### src/rtl/path_sequencer_if.sv
// Path-sequencer signal bundle: path loading, traversal control, lookup triple and
// direction handshake. Clock and reset stay outside as plain ports.
interface path_sequencer_if;
    logic       path_clr;
    logic       path_wr;
    logic [7:0] path_wr_data;
    logic [7:0] prev_node_in;
    logic       start;
    logic       abort;
    logic       node_detected;
    logic [3:0] dir_in;
    logic       dir_ack;
    logic [7:0] p_node;
    logic [7:0] c_node;
    logic [7:0] n_node;
    logic [3:0] dir_cmd;
    logic       dir_valid;
    logic       busy;
    logic       done;
    logic       err;
    logic       ovf;

    modport master (
        output path_clr, path_wr, path_wr_data, prev_node_in, start, abort,
               node_detected, dir_in, dir_ack,
        input  p_node, c_node, n_node, dir_cmd, dir_valid, busy, done, err, ovf
    );

    modport slave (
        input  path_clr, path_wr, path_wr_data, prev_node_in, start, abort,
               node_detected, dir_in, dir_ack,
        output p_node, c_node, n_node, dir_cmd, dir_valid, busy, done, err, ovf
    );
endinterface

### src/rtl/path_sequencer.sv
// Walks a buffered node path: per hop, present (prev,cur,next) to the lookup, wait, latch
// the direction and hold dir_valid until dir_ack; all outputs registered, no path pipelining.
module path_sequencer #(
    parameter int DEPTH       = 32,
    parameter int LOOKUP_WAIT = 2
) (
    input  logic            clock,
    input  logic            rst_n,
    path_sequencer_if.slave bus
);
    localparam int IW = $clog2(DEPTH + 1);
    localparam int AW = (DEPTH > 1) ? $clog2(DEPTH) : 1;
    localparam int CW = (LOOKUP_WAIT > 1) ? $clog2(LOOKUP_WAIT) : 1;

    localparam logic [IW-1:0] PTR_ONE   = IW'(1);
    localparam logic [IW-1:0] PTR_TWO   = IW'(2);
    localparam logic [IW-1:0] PTR_FULL  = IW'(DEPTH);
    localparam logic [CW-1:0] CNT_ONE   = CW'(1);
    localparam logic [CW-1:0] WAIT_LAST = CW'((LOOKUP_WAIT > 0) ? LOOKUP_WAIT - 1 : 0);
    localparam logic [3:0]    DIR_LINE  = 4'd2;
    localparam logic [3:0]    DIR_STOP  = 4'd3;

    typedef enum logic [2:0] {IDLE, LOOKUP, ISSUE, TRAVEL, ARRIVE} state_t;

    state_t        state_q, state_d;
    logic [IW-1:0] wr_ptr_q, wr_ptr_d;
    logic [IW-1:0] idx_q, idx_d, idx_inc;
    logic [CW-1:0] cnt_q, cnt_d;
    logic [7:0]    p_q, p_d, c_q, c_d, n_q, n_d;
    logic [3:0]    dir_cmd_q, dir_cmd_d;
    logic          dir_valid_q, dir_valid_d;
    logic          busy_q, busy_d, done_q, done_d, err_q, err_d, ovf_q, ovf_d;
    logic          buf_we;
    logic [7:0]    buf_mem [DEPTH];

    assign idx_inc = idx_q + PTR_ONE;

    always_comb begin
        state_d     = state_q;
        wr_ptr_d    = wr_ptr_q;
        idx_d       = idx_q;
        cnt_d       = cnt_q;
        p_d         = p_q;
        c_d         = c_q;
        n_d         = n_q;
        dir_cmd_d   = dir_cmd_q;
        dir_valid_d = dir_valid_q;
        busy_d      = busy_q;
        done_d      = 1'b0;
        err_d       = 1'b0;
        ovf_d       = ovf_q;
        buf_we      = 1'b0;

        // abort outranks every other event once a traversal is under way
        if (state_q != IDLE && bus.abort) begin
            state_d     = IDLE;
            dir_cmd_d   = DIR_STOP;
            dir_valid_d = 1'b0;
            busy_d      = 1'b0;
        end else begin
            case (state_q)
                IDLE: begin
                    if (bus.start && wr_ptr_q >= PTR_TWO) begin
                        state_d = LOOKUP;
                        p_d     = bus.prev_node_in;
                        c_d     = buf_mem[0];
                        n_d     = buf_mem[1];
                        idx_d   = PTR_ONE;
                        cnt_d   = '0;
                        busy_d  = 1'b1;
                    end else begin
                        err_d = bus.start;
                        if (bus.path_clr) begin
                            wr_ptr_d = '0;
                            ovf_d    = 1'b0;
                        end else if (bus.path_wr) begin
                            if (wr_ptr_q == PTR_FULL) begin
                                ovf_d = 1'b1;
                            end else begin
                                buf_we   = 1'b1;
                                wr_ptr_d = wr_ptr_q + PTR_ONE;
                            end
                        end
                    end
                end
                LOOKUP: begin
                    if (cnt_q == WAIT_LAST) begin
                        dir_cmd_d   = bus.dir_in;
                        dir_valid_d = 1'b1;
                        state_d     = ISSUE;
                    end else begin
                        cnt_d = cnt_q + CNT_ONE;
                    end
                end
                ISSUE: begin
                    if (bus.dir_ack) begin
                        dir_valid_d = 1'b0;
                        state_d     = TRAVEL;
                    end
                end
                TRAVEL: begin
                    if (bus.node_detected) begin
                        p_d   = c_q;
                        c_d   = n_q;
                        idx_d = idx_inc;
                        if (idx_inc == wr_ptr_q) begin
                            state_d     = ARRIVE;
                            dir_cmd_d   = DIR_STOP;
                            dir_valid_d = 1'b1;
                        end else begin
                            n_d     = buf_mem[idx_inc[AW-1:0]];
                            cnt_d   = '0;
                            state_d = LOOKUP;
                        end
                    end
                end
                ARRIVE: begin
                    if (bus.dir_ack) begin
                        dir_valid_d = 1'b0;
                        busy_d      = 1'b0;
                        done_d      = 1'b1;
                        state_d     = IDLE;
                    end
                end
                default: state_d = IDLE;
            endcase
        end
    end

    always_ff @(posedge clock) begin
        if (!rst_n) begin
            state_q     <= IDLE;
            wr_ptr_q    <= '0;
            idx_q       <= '0;
            cnt_q       <= '0;
            p_q         <= '0;
            c_q         <= '0;
            n_q         <= '0;
            dir_cmd_q   <= DIR_LINE;
            dir_valid_q <= 1'b0;
            busy_q      <= 1'b0;
            done_q      <= 1'b0;
            err_q       <= 1'b0;
            ovf_q       <= 1'b0;
        end else begin
            state_q     <= state_d;
            wr_ptr_q    <= wr_ptr_d;
            idx_q       <= idx_d;
            cnt_q       <= cnt_d;
            p_q         <= p_d;
            c_q         <= c_d;
            n_q         <= n_d;
            dir_cmd_q   <= dir_cmd_d;
            dir_valid_q <= dir_valid_d;
            busy_q      <= busy_d;
            done_q      <= done_d;
            err_q       <= err_d;
            ovf_q       <= ovf_d;
        end
    end

    // path storage is deliberately left out of reset; wr_ptr alone defines valid entries
    always_ff @(posedge clock) begin
        if (rst_n && buf_we) begin
            buf_mem[wr_ptr_q[AW-1:0]] <= bus.path_wr_data;
        end
    end

    assign bus.p_node    = p_q;
    assign bus.c_node    = c_q;
    assign bus.n_node    = n_q;
    assign bus.dir_cmd   = dir_cmd_q;
    assign bus.dir_valid = dir_valid_q;
    assign bus.busy      = busy_q;
    assign bus.done      = done_q;
    assign bus.err       = err_q;
    assign bus.ovf       = ovf_q;
endmodule

### src/flat_wrapper.sv
// flat-port wrapper written by rule: the top's interface ports become plain ports
module path_sequencer_flat 
#(
    parameter int DEPTH       = 32,
    parameter int LOOKUP_WAIT = 2
)
  (clock, rst_n, bus_path_clr, bus_path_wr, bus_path_wr_data, bus_prev_node_in, bus_start, bus_abort, bus_node_detected, bus_dir_in, bus_dir_ack, bus_p_node, bus_c_node, bus_n_node, bus_dir_cmd, bus_dir_valid, bus_busy, bus_done, bus_err, bus_ovf);
  path_sequencer_if bus_i ();
  input  logic clock;
  input  logic rst_n;
  input wire logic [$bits(bus_i.path_clr)-1:0] bus_path_clr;
  input wire logic [$bits(bus_i.path_wr)-1:0] bus_path_wr;
  input wire logic [$bits(bus_i.path_wr_data)-1:0] bus_path_wr_data;
  input wire logic [$bits(bus_i.prev_node_in)-1:0] bus_prev_node_in;
  input wire logic [$bits(bus_i.start)-1:0] bus_start;
  input wire logic [$bits(bus_i.abort)-1:0] bus_abort;
  input wire logic [$bits(bus_i.node_detected)-1:0] bus_node_detected;
  input wire logic [$bits(bus_i.dir_in)-1:0] bus_dir_in;
  input wire logic [$bits(bus_i.dir_ack)-1:0] bus_dir_ack;
  output wire logic [$bits(bus_i.p_node)-1:0] bus_p_node;
  output wire logic [$bits(bus_i.c_node)-1:0] bus_c_node;
  output wire logic [$bits(bus_i.n_node)-1:0] bus_n_node;
  output wire logic [$bits(bus_i.dir_cmd)-1:0] bus_dir_cmd;
  output wire logic [$bits(bus_i.dir_valid)-1:0] bus_dir_valid;
  output wire logic [$bits(bus_i.busy)-1:0] bus_busy;
  output wire logic [$bits(bus_i.done)-1:0] bus_done;
  output wire logic [$bits(bus_i.err)-1:0] bus_err;
  output wire logic [$bits(bus_i.ovf)-1:0] bus_ovf;
  assign bus_i.path_clr = bus_path_clr;
  assign bus_i.path_wr = bus_path_wr;
  assign bus_i.path_wr_data = bus_path_wr_data;
  assign bus_i.prev_node_in = bus_prev_node_in;
  assign bus_i.start = bus_start;
  assign bus_i.abort = bus_abort;
  assign bus_i.node_detected = bus_node_detected;
  assign bus_i.dir_in = bus_dir_in;
  assign bus_i.dir_ack = bus_dir_ack;
  assign bus_p_node = bus_i.p_node;
  assign bus_c_node = bus_i.c_node;
  assign bus_n_node = bus_i.n_node;
  assign bus_dir_cmd = bus_i.dir_cmd;
  assign bus_dir_valid = bus_i.dir_valid;
  assign bus_busy = bus_i.busy;
  assign bus_done = bus_i.done;
  assign bus_err = bus_i.err;
  assign bus_ovf = bus_i.ovf;
  path_sequencer #(.DEPTH(DEPTH), .LOOKUP_WAIT(LOOKUP_WAIT)) u_core (.clock(clock), .rst_n(rst_n), .bus(bus_i));
endmodule
### config.mk
export PLATFORM = sky130hd
export DESIGN_NAME = path_sequencer_flat
export DESIGN_NICKNAME = d
export VERILOG_FILES = /design/src/rtl/path_sequencer_if.sv /design/src/rtl/path_sequencer.sv /design/src/flat_wrapper.sv
export SDC_FILE = /design/constraint.sdc
export NUM_CORES = 1
export LEC_CHECK = 0
export BUFFER_PORTS_ARGS = -buffer_cell sky130_fd_sc_hd__buf_2
export CORE_MARGIN = 2
export CORE_UTILIZATION = 40
export CTS_CLUSTER_SIZE = 20
export DETAILED_ROUTE_END_ITERATION = 10
export GPL_ROUTABILITY_DRIVEN = 0
export REMOVE_ABC_BUFFERS = 1
export SLEW_MARGIN = 20
export SYNTH_ARGS = -nofsm -noshare
export SYNTH_HDL_FRONTEND = slang
export SYNTH_SLANG_ARGS = --single-unit
### constraint.sdc
create_clock -name clock -period 4 [get_ports clock]
set_clock_uncertainty 0.2 [all_clocks]
set_input_delay 0.4 -clock clock [delete_from_list [all_inputs] [get_ports clock]]
set_output_delay 0.4 -clock clock [all_outputs]
set_load 0.1 [all_outputs]
# Yosys cells after proc, flatten, opt, wreduce, memory -nomap -nowiden
# Memories as Yosys holds them, arrays and structs flattened.
# Cells that the tools add are included.
[word_totals] register_bits=49 mem_bits_rw=256 in_bits=28 mem_count=1
[memory_table] name="u_core.buf_mem" words=32 width=8 rd=3 rd_clocked_by_memory_dff=0 wr=1 line="path_sequencer.sv:34" text="logic [7:0] buf_mem [DEPTH];"
[classes] n_addsub=3 order_cmp=1 eq_ne=18 n_mux=52 n_bitwise=5 n_reduce_logical=27
[ops] cell="$mux 8" n=7
[ops] cell="$pmux 8 s2" n=3
[ops] cell="$mux 6" n=5
[ops] cell="$reduce_and 5->1" n=6
[ops] cell="$mux 1" n=22
[ops] cell="$mux 3" n=6
[ops] cell="$pmux 3 s5" n=1
[ops] cell="$add 6x1->6 const B" n=2
[ops] cell="$mux 4" n=3
[ops] cell="$pmux 6 s2" n=1
[ops] cell="$reduce_and 4->1" n=3
[ops] cell="$reduce_bool 3->1" n=4
[ops] cell="$ne 2x2->1 const B" n=5
[ops] cell="$reduce_bool 2->1" n=5
[ops] cell="$ne 2x1->1 const B" n=4
[ops] cell="$pmux 4 s2" n=1
[ops] cell="$eq 3x2->1 const B" n=2
[ops] cell="$eq 6x6->1" n=1
[ops] cell="$eq 6x6->1 const B" n=1
[ops] cell="$ge 6x2->1 const B" n=1
[ops] cell="$ne 3x1->1 const B" n=2
[ops] cell="$pmux 1 s3" n=2
[ops] cell="$not 1->1" n=5
[ops] cell="$reduce_or 2->1" n=2
[ops] cell="other kinds (10)" n=12

# Depth between registers and ports, before layout
# Gate-level depths: netlist of run 1.
[logic_depth] ltp_word=10 mapped_depth=9 mapped_depth_nobuf=8

# Worst setup path before layout of run 1
# OpenSTA, ideal clock, no wires.
[synth_timing] path_kind="reg-to-reg" from="register u_core.wr_ptr_q[0]" to="memory u_core.buf_mem[30][0], enable pin" setup_ns=0.370 t_arrival_ns=2.332 required_ns=3.430 slack_ns=1.097 path_stages_with_launch=9 path_buffers=0 period_less_slack_ns=2.903 path_cell_list="dfxtp_1 inv_1 ha_1 nor3_1 a21oi_1 or2_2 nor4_4 nand2_2 nor2_1"
[synth_via] elab_chain_cells=10 word_cells_on_any_way=12 cone_classes="order compare (1); eq/ne (1); mux (8); reduce/logical (2)"
[synth_lines] item="start: declaration" line="path_sequencer.sv:26" text="logic [IW-1:0] wr_ptr_q, wr_ptr_d;"
[synth_lines] item="start signal: assignment" line="path_sequencer.sv:147" text="wr_ptr_q <= wr_ptr_d;"
[synth_lines] item="$eq 6x6->1" line="path_sequencer.sv:77" text="if (wr_ptr_q == PTR_FULL) begin"
[synth_lines] item="$mux 1" line="path_sequencer.sv:77"
[synth_lines] item="$mux 1" line="path_sequencer.sv:76" text="end else if (bus.path_wr) begin"
[synth_lines] item="$mux 1" line="path_sequencer.sv:73" text="if (bus.path_clr) begin"
[synth_lines] item="$mux 1" line="path_sequencer.sv:63" text="if (bus.start && wr_ptr_q >= PTR_TWO) begin"
[synth_lines] item="$mux 1" line="path_sequencer.sv:61" text="case (state_q)"
[synth_lines] item="$mux 1" line="path_sequencer.sv:55" text="if (state_q != IDLE && bus.abort) begin"
[synth_lines] item="$logic_and 1x1->1" line="path_sequencer.sv:164" text="if (rst_n && buf_we) begin"
[synth_lines] item="$mux 1" line="path_sequencer.sv:164"
[synth_lines] item="$mux 1 (not written as such)" line="path_sequencer.sv:165" text="buf_mem[wr_ptr_q[AW-1:0]] <= bus.path_wr_data;"
[synth_lines] item="end: declaration" line="path_sequencer.sv:34"
# Parallel ways exist; a longest one is shown, timed or not.

# Worst setup path in the final report of run 1
[layout_timing] from="register u_core.wr_ptr_q[0]" to="memory u_core.buf_mem[8][5], enable pin"
# The elaborated chain is that of the path after synthesis.

==> flow_metrics.py, run 1 <==
metrics = {
    "status": {
        "status": "finished clean",
    },
    "logic_synthesis": {
        "synth_commonest_cells": "edfxtp_1, nand2_1, nor2_1",
        "yosys-top-cells-area": "edfxtp_1, mux4_2, dfxtp_1",
        "netlist_instances": 791,
        "yosys.area.top_type": "edfxtp_1",
        "ys.flop_type": "edfxtp_1",
        "synthArstFlopShare_pct": 0,
        "synth.cell_area_um2": 12400,
        "synth_edf_count": 256,
        "syn_avg_cell_area_um2": 15.7,
        "yosysTopAreaCellShare_pct": 61.8,
        "yosysMostFrequentCell": "edfxtp_1",
        "synth.yosys.seq_area_share_pct": 69.7,
        "ys_ff_latch": 305,
        "ys_warn_count": 0,
        "synth.distinct_cells": 61,
    },
    "finish": {
        "utilization_pct": 46.3,
        "final_area_um2": 14200,
        "nNetsFinal": 897,
        "fill_cells": 2650,
        "area_growth_pct": 14.0,
        "drive_gt1_share_pct": 22.3,
        "antennaDiodeCount": 0,
    },
    "critical_path": {
        "endpoint_kind": "flip-flop",
        "cp-start-kind": "flip-flop",
        "worst-path-max-fanout": 8,
        "cp_num_buf_inv": 1,
        "crit_path_top_delay_cell": "nor2_1",
        "crit_type": "flip-flop to flip-flop",
        "max_stage_delay_ns": 0.61,
        "crit_required_ns": 3.98,
        "crit_family": "simple AND/OR/NAND/NOR gates",
        "cp_data_arrival_time_ns": 3.49,
        "crit_chain": "inv_1, ha_1, nor3_1, a21oi_1, or2_2, nor4_4, nand2_2, nor2_1",
    },
    "cts": {
        "numCtsBuffers": 29,
        "cts_tree": "yes",
        "cts-root-buf": "clkbuf_16",
        "clk_pin_slew_ns": 0.06,
        "cts.path.max_buffers": 3,
        "clk_latency_ns": 0.57,
        "post_cts_resized": 0,
        "clock-sinks": 305,
        "htreeDepth": 1,
    },
    "detailed_routing": {
        "routed.top_layer": "met4",
        "via_count": 7029,
        "postRouteAntennaNets": 0,
        "wl_met3_um": 1930,
        "wl_met2_um": 13100,
        "drt_wl_total_um": 28800,
        "viasPerCell": 5.49,
        "drt_iter0_drc": 691,
        "wl_met1_um": 13100,
        "remaining_drc_errors": 0,
        "dr.pass1.iters": 7,
        "post_drt_wl_per_cell_um": 22.5,
    },
    "pwr": {
        "pwr_density_cell_nw_per_um2": 567,
        "p_clk_share_pct": 33.1,
        "p_sw_share_pct": 30.2,
        "combinationalPowerShare_pct": 21.2,
        "p_int_uw": 5610,
        "p_seq_share_pct": 45.7,
        "ir_drop_uv": 374,
        "leakagePower_uw": 0.00454,
        "power_switching_uw": 2430,
        "power_uw": 8040,
    },
    "place": {
        "placed_area_um2": 13100,
        "numPortBuffers": 60,
        "dpl.hpwl_um": 18400,
    },
    "floorplanning": {
        "io_pins": 61,
        "die_y_um": 180,
        "core_um2": 30600,
        "num_rows": 64,
        "die_x_um": 180,
        "dieArea_um2": 32500,
        "start_util_pct": 40.6,
    },
    "sta": {
        "fin_tns_setup_ns": 0,
        "min_period_ns": 3.52,
        "finalHoldViolations": 0,
        "finalSetupViolCount": 0,
        "worst_pin_slew_ns": 0.940,
        "maxSlewHeadroom_pct": 37.2,
        "timing.fmax_ghz": 0.284,
        "final_max_slew_viol_count": 0,
        "rsz0062_at_grt": "false",
        "fin_crit_sh_pct": 87.9,
    },
    "global_routing": {
        "grt_pass1_wl_um": 43200,
        "track_usage_pct": 17.5,
        "grt_max_degree": 35,
        "grt_pass1_vias": 6832,
        "antenna_found_initial": 0,
        "grt_overflow_total": 0,
    },
    "run": {
        "max-cap-violations": 0,
    },
    "min_path": {
        "holdCritPathClass": "primary input to flip-flop",
    },
}
-- placed cells by master, fill, tap and decap left out, types with 12 or more instances in the layout --
cell type	n
a21oi_1	14
a311oi_1	16
buf_2	60
buf_4	12
clkbuf_16	29
dfxtp_1	48
dlygate4sd3_1	13
edfxtp_1	256
mux4_2	64
nand2_1	113
nand3_1	23
nor2_1	70
o21ai_0	17
-- repair_timing --
item / 4_1_cts / 5_1_grt
endpoints found under the hold margin: 15 / 0
buffers inserted: 0 / 0
hold buffers: 13 / 0
-- worst register-to-register path, delay by kind of cell (launching register included) --
family | cells | cell delay [ns]
adders and majority gates | 1 | 0.23
buffers and inverters | 1 | 0.11
AOI/OAI and AO/OA | 1 | 0.16
DFF | 1 | 0.48
and+or+nand+nor | 5 | 1.96
-- power by group through the flow --
stage,clock [uW],combinational [uW],sequential [uW]
global placement,0,1700,3740
floorplan,0,795,4280
CTS,2700,1720,3680
global route,2840,1820,3690
finish,2660,1700,3670
detailed placement,0,1710,3740
-- per-layer routing --
metal	up-vias	global-route usage, %
li1	3223	-
met2	284	27.0
met4	0	4.81
met3	46	2.63
met1	3476	26.0
met5	-	0
-- per-stage QoR --
stage / cells / hold WS [ns] / worst slack, ns
finish: 1280 / 0.0141 / 0.485
global route: 1280 / 0.00967 / 0.247
CTS: 1280 / 0.00115 / 0.467
detailed placement: 1216 / 0.252 / 0.457
global placement: 1216 / 0.245 / 0.548
floorplan: 748 / 0.258 / -1.87
-- state kept, by name, indices dropped and copies added (netlist names) --
signal / cells
u_core.buf_mem: 256
u_core.bus.busy: 1
u_core.bus.c_node: 8
u_core.bus.dir_cmd: 4
u_core.bus.dir_valid: 1
u_core.bus.done: 1
u_core.bus.err: 1
u_core.bus.n_node: 8
u_core.bus.ovf: 1
u_core.bus.p_node: 8
u_core.cnt_q: 1
u_core.idx_q: 6
u_core.state_q: 3
u_core.wr_ptr_q: 6
-- cell families after synthesis --
group,share of synthesized area (%)
DFF,69.7
and+or+nand+nor,9.23
AOI/OAI and AO/OA,5.16
muxes,12.3
buffers and inverters,1.95
xor gates and xnor gates,1.10
adders and majority gates,0.503
-- path summary, 6_finish.rpt --
check	slack [ns]	from	endpoint	cells after the start
setup / recovery	0.48	u_core.wr_ptr_q[0]	u_core.buf_mem[8][5]	8
hold / removal	0.01	bus_abort	u_core.bus.dir_cmd[0]	3
setup reg to reg	0.48	u_core.wr_ptr_q[0]	u_core.buf_mem[8][5]	8
hold reg to reg	0.26	u_core.bus.dir_cmd[3]	u_core.bus.dir_cmd[3]	2
-- layout make-up --
type,count,area (um^2),share of cell area (%)
clock inverters,19,175,1.24
multi-input cells,436,3540,25.0
inverters,7,26.3,0.185
repair buffers,85,520,3.67
flip-flops and latches,305,8670,61.2
well taps,396,495,3.50
clock buffers,32,737,5.20
Power figures use the tool's default switching activity.
==> inputs of run 2 (changes only) <==
--- a/config.mk
+++ b/config.mk
@@ -8,6 +8,7 @@
 export BUFFER_PORTS_ARGS = -buffer_cell sky130_fd_sc_hd__buf_2
 export CORE_MARGIN = 2
 export CORE_UTILIZATION = 40
+export CTS_BUF_LIST = sky130_fd_sc_hd__clkbuf_8
 export CTS_CLUSTER_SIZE = 20
 export DETAILED_ROUTE_END_ITERATION = 10
 export GPL_ROUTABILITY_DRIVEN = 0
==> run 2 against run 1 <==
Effect of this change: fmax is 0.50% lower; largest power group unchanged; count of clock-buffer cells in the layout grew 19; routed wire length is 2.2% higher; design area rose by 0.69%; critical endpoint is now u_core.buf_mem[18][3]; clock power about the same; final cell count is 3.1% higher.
==> flow_metrics.py, run 2 (same netlist as run 1, synthesis figures left out) <==
metrics = {
    "sta": {
        "min_period_ns": 3.53,
        "finalHoldViolations": 0,
        "timing.fmax_ghz": 0.283,
        "worst_pin_slew_ns": 0.939,
        "maxSlewHeadroom_pct": 37.2,
        "whs_ns": 0.0487,
        "rsz0062_at_grt": "false",
        "fin_tns_setup_ns": 0,
        "finalSetupViolCount": 0,
        "final_max_slew_viol_count": 0,
        "fin_crit_sh_pct": 88.3,
    },
    "finish": {
        "antennaDiodeCount": 0,
        "nNetsFinal": 920,
        "area_growth_pct": 14.8,
        "final_cells": 1320,
        "final_area_um2": 14300,
        "most-common-layout-cells": "edfxtp_1, nand2_1, nor2_1",
        "drive_gt1_share_pct": 24.2,
        "fill_cells": 2665,
        "largest_register_ffs": 256,
        "final_common_cell": "edfxtp_1",
    },
    "critical_path": {
        "rr_worst_depth": 8,
        "cp-start-kind": "flip-flop",
        "max_stage_delay_ns": 0.62,
        "crit_path_top_delay_cell": "nor2_1",
        "crit_required_ns": 4.00,
        "endpoint_kind": "flip-flop",
        "r2r-end": "u_core.buf_mem[18][3]",
        "crit_chain": "inv_1, ha_1, nor3_1, a21oi_1, or2_2, nor4_4, nand2_2, nor2_1",
        "ff2ff_setup_slack_ns": 0.47,
        "crit_type": "flip-flop to flip-flop",
        "cp_data_arrival_time_ns": 3.53,
        "worst-path-max-fanout": 8,
        "r2r-start": "u_core.wr_ptr_q[0]",
    },
    "min_path": {
        "min-delay-start": "bus_dir_in[0]",
        "min_to": "u_core.bus.dir_cmd[0]",
        "holdCritPathClass": "primary input to flip-flop",
        "hold-path-cell-count": 5,
    },
    "cts": {
        "clk_latency_ns": 0.58,
        "htreeDepth": 2,
        "clk_pin_slew_ns": 0.06,
        "cts.path.max_buffers": 3,
        "cts_tree": "yes",
        "cts-root-buf": "clkbuf_8",
        "clock-sinks": 305,
        "numCtsBuffers": 49,
        "post_cts_resized": 0,
    },
    "global_routing": {
        "grt_overflow_total": 0,
        "antenna_found_initial": 0,
        "track_usage_pct": 18.0,
        "grt_max_degree": 35,
        "grt_pass1_wl_um": 44300,
        "grt_pass1_vias": 7101,
    },
    "place": {
        "place_inst": 1216,
        "placed_area_um2": 13100,
        "numPortBuffers": 60,
        "dpl.hpwl_um": 18400,
    },
    "detailed_routing": {
        "postRouteAntennaNets": 0,
        "drt_iter0_drc": 704,
        "dr.pass1.iters": 5,
        "viasPerCell": 5.48,
        "drt_wl_total_um": 29500,
        "via_count": 7228,
        "remaining_drc_errors": 0,
        "post_drt_wl_per_cell_um": 22.3,
    },
    "pwr": {
        "ir_drop_uv": 320,
        "leakagePower_uw": 0.00466,
        "pwr_density_cell_nw_per_um2": 565,
        "power_uw": 8070,
    },
    "floorplanning": {
        "start_util_pct": 40.6,
        "num_rows": 64,
        "io_pins": 61,
        "die_x_um": 180,
        "core_um2": 30600,
        "dieArea_um2": 32500,
        "die_y_um": 180,
    },
    "status": {
        "status": "finished clean",
    },
    "run": {
        "max-cap-violations": 0,
    },
}
-- run 2: per-stage QoR --
step           utilization (%)  worst slack [ns]
2_1_floorplan                -             -1.87
3_3_place_gp              42.9             0.548
3_5_place_dp              42.9             0.457
4_1_cts                   46.6             0.451
5_1_grt                   46.6             0.235
6_report                  46.6             0.467
-- run 2: worst max-delay path by stage --
| stage | from | to | slack (ns) |
|---|---|---|---|
| global placement | u_core.wr_ptr_q[0] | u_core.buf_mem[23][7] | 0.55 |
| global route | u_core.wr_ptr_q[0] | u_core.buf_mem[20][1] | 0.24 |
| floorplan | u_core.idx_q[0] | u_core.state_q[2] | -1.87 |
| detailed placement | u_core.wr_ptr_q[0] | u_core.buf_mem[20][4] | 0.46 |
| finish | u_core.wr_ptr_q[0] | u_core.buf_mem[18][3] | 0.47 |
| CTS | u_core.wr_ptr_q[0] | u_core.buf_mem[18][3] | 0.45 |
-- run 2: layer usage --
layer  vias to the layer above  routed length (um)  track usage (%)  share of wire [%]
li1                       3282                   -                -                  -
met1                      3595               13400             25.9                 45
met2                       291               13500             28.2                 46
met3                        60                1880             3.27                6.4
met4                         0                 700             5.35                2.4
met5                         -                   0                0                  0
-- run 2: where the power goes --
group / leakage [uW] / internal (uW) / total [uW] / switching (uW)
clock network: 0.000541 / 1450 / 2680 / 1230
logic: 0.00142 / 547 / 1710 / 1160
registers: 0.00270 / 3550 / 3680 / 125
-- run 2: layout make-up --
type / instances / area (um^2) / share of cell area (%)
Clock buffer: 51 / 702 / 4.92
Clock inverter: 37 / 278 / 1.95
Inverter: 7 / 26.3 / 0.184
Multi-Input combinational cell: 436 / 3540 / 24.8
Sequential cell: 305 / 8670 / 60.8
Tap cell: 396 / 495 / 3.47
Timing Repair Buffer: 88 / 551 / 3.86
-- run 2: what timing repair did --
item | in CTS | in global routing
buffers inserted | 0 | 0
hold endpoints to repair | 20 | 0
hold buffers | 16 | 0
-- run 2: critical path: cells and delay by family (launching register included) --
kind	cells	cell delay, ns
buf+inv	1	0.11
compound gates	1	0.16
fa+ha+maj	1	0.23
flops	1	0.48
simple gates	5	1.97
==> inputs of run 3 (changes only) <==
==> constraint.sdc (replaced) <==
create_clock -name clock -period 3.5 [get_ports clock]
set_clock_uncertainty 0.2 [all_clocks]
set_input_delay 0.35 -clock clock [delete_from_list [all_inputs] [get_ports clock]]
set_output_delay 0.35 -clock clock [all_outputs]
set_load 0.1 [all_outputs]
==> run 3 against run 2 <==
Effect of this change: first-iteration DRC count fell by 6.0%; count of clock-buffer cells in the layout did not move; sequential share of layout area fell by 2.3 points; sequential cell count did not move; global-route usage rose by 0.26 points; setup slack got worse by 0.15 ns; critical path type unchanged; non-clock buffer count rose by 44; via count rose by 2.4%; combinational power rose by 19%; fmax rose by 11%; die area did not move; register-to-register slack got worse by 0.15 ns.
==> flow_metrics.py, run 3 (same netlist as run 1, synthesis figures left out) <==
metrics = {
    "pwr": {
        "power_switching_uw": 2900,
        "pwr_density_cell_nw_per_um2": 662,
        "p_clk_share_pct": 36.8,
        "p_seq_share_pct": 42.4,
        "p_int_uw": 6910,
        "power_uw": 9810,
        "leakagePower_uw": 0.00499,
        "ir_drop_uv": 327,
        "combinationalPowerShare_pct": 20.8,
        "p_sw_share_pct": 29.6,
    },
    "global_routing": {
        "grt_max_degree": 47,
        "track_usage_pct": 18.3,
        "grt_overflow_total": 0,
        "antenna_found_initial": 0,
        "grt_pass1_wl_um": 45300,
        "grt_pass1_vias": 7543,
    },
    "cts": {
        "cts_hold_buf": 20,
        "post-cts-setup-buffers": 0,
        "clock-sinks": 305,
        "post_cts_resized": 0,
        "cts_tree": "yes",
        "clk_latency_ns": 0.58,
        "clk_pin_slew_ns": 0.06,
        "cts.path.max_buffers": 3,
        "cts-root-buf": "clkbuf_8",
        "htreeDepth": 2,
        "numCtsBuffers": 50,
    },
    "floorplanning": {
        "core_um2": 30600,
        "dieArea_um2": 32500,
        "io_pins": 61,
        "start_util_pct": 40.6,
        "num_rows": 64,
        "die_y_um": 180,
        "die_x_um": 180,
    },
    "finish": {
        "drive_gt1_share_pct": 27.7,
        "nNetsFinal": 965,
        "utilization_pct": 48.4,
        "largest_register_ffs": 256,
        "area_growth_pct": 19.2,
        "final_common_cell": "edfxtp_1",
        "final_area_um2": 14800,
        "most-common-layout-cells": "edfxtp_1, nand2_1, nor2_1",
        "fill_cells": 2616,
        "antennaDiodeCount": 0,
    },
    "detailed_routing": {
        "post_drt_wl_per_cell_um": 21.8,
        "drt_wl_total_um": 29700,
        "postRouteAntennaNets": 0,
        "dr.pass1.iters": 5,
        "viasPerCell": 5.42,
        "remaining_drc_errors": 0,
        "drt_iter0_drc": 662,
        "via_count": 7404,
    },
    "place": {
        "place_ws_ns": 0.315,
        "dpl.hpwl_um": 18500,
        "placed_area_um2": 13500,
        "numPortBuffers": 60,
    },
    "critical_path": {
        "rr_worst_depth": 8,
        "r2r-end": "u_core.buf_mem[3][3]",
        "crit_path_end": "u_core.buf_mem[3][3]",
        "ff2ff_setup_slack_ns": 0.32,
        "worst-path-max-fanout": 8,
        "crit_type": "flip-flop to flip-flop",
        "cp-start-kind": "flip-flop",
        "endpoint_kind": "flip-flop",
        "crit_required_ns": 3.60,
        "cp_data_arrival_time_ns": 3.28,
        "r2r-start": "u_core.wr_ptr_q[1]",
        "crit_start": "u_core.wr_ptr_q[1]",
    },
    "sta": {
        "timing.fmax_ghz": 0.314,
        "fin_ws_ns": 0.319,
        "rsz0062_at_grt": "false",
        "worst_pin_slew_ns": 0.930,
        "min_period_ns": 3.18,
        "maxSlewHeadroom_pct": 37.9,
        "fin_tns_setup_ns": 0,
        "finalHoldViolations": 0,
        "fin_crit_sh_pct": 90.9,
        "finalSetupViolCount": 0,
        "final_max_slew_viol_count": 0,
    },
    "min_path": {
        "holdCritPathClass": "primary input to flip-flop",
    },
    "status": {
        "status": "finished clean",
    },
    "run": {
        "max-cap-violations": 0,
    },
}
[run 3: changes by cell type in the layout (fill, tap and decap cells not counted), moves of 2 or more]
cell,change
buf_12,+2
clkinv_2,-2
bufinv_16,+7
dlygate4sd3_1,+4
buf_4,+38
[run 3: power groups by stage]
stage,Combinational [uW],Clock (uW),Sequential [uW]
global placement,2020,0,4240
detailed placement,2030,0,4240
floorplan,909,0,4890
CTS,2060,3680,4160
global route,2190,3850,4180
finish,2040,3610,4160
[run 3: cell type report]
| type | instances | area [um^2] | area share (%) |
|---|---|---|---|
| sequential | 305 | 8670 | 58.5 |
| multi-input combinational | 436 | 3540 | 23.9 |
| timing repair buffer | 132 | 916 | 6.18 |
| clock buffer | 51 | 702 | 4.74 |
| tap | 396 | 495 | 3.34 |
| clock inverter | 40 | 465 | 3.14 |
| inverter | 7 | 26.3 | 0.177 |
[run 3: per-stage QoR]
step	hold slack [ns]	cells
2_1_floorplan	0.249	748
6_report	0.173	1367
3_5_place_dp	0.255	1256
4_1_cts	0.149	1367
3_3_place_gp	0.244	1256
5_1_grt	0.179	1367
[run 3: layer usage]
layer	vias up	GRT usage [%]	part of all wire [%]
li1	3358	-	-
met4	0	6.23	2.8
met5	-	0	0
met2	304	28.0	45
met1	3684	26.3	45
met3	58	3.48	7.0
[run 3: how the worst min path moves through the flow]
| stage | endpoint | startpoint | cells past startpoint | slack, ns |
|---|---|---|---|---|
| floorplan | u_core.buf_mem[0][0] | bus_path_wr_data[0] | 0 | 0.25 |
| global placement | u_core.bus.dir_cmd[2] | u_core.bus.dir_cmd[2] | 2 | 0.24 |
| detailed placement | u_core.bus.dir_cmd[2] | u_core.bus.dir_cmd[2] | 2 | 0.25 |
| CTS | u_core.wr_ptr_q[0] | bus_path_clr | 5 | 0.15 |
| global route | u_core.wr_ptr_q[0] | bus_path_clr | 5 | 0.18 |
| finish | u_core.wr_ptr_q[0] | bus_path_clr | 5 | 0.17 |
[run 3: critical path: stages (launching register included)]
cell and delay (ns):
dfxtp_1 0.37, ha_1 0.23, nor3_1 0.28, a21oi_1 0.17
or2_2 0.36, nor4_4 0.40, nand2_2 0.30, nor2_1 0.39
buf_4 0.21
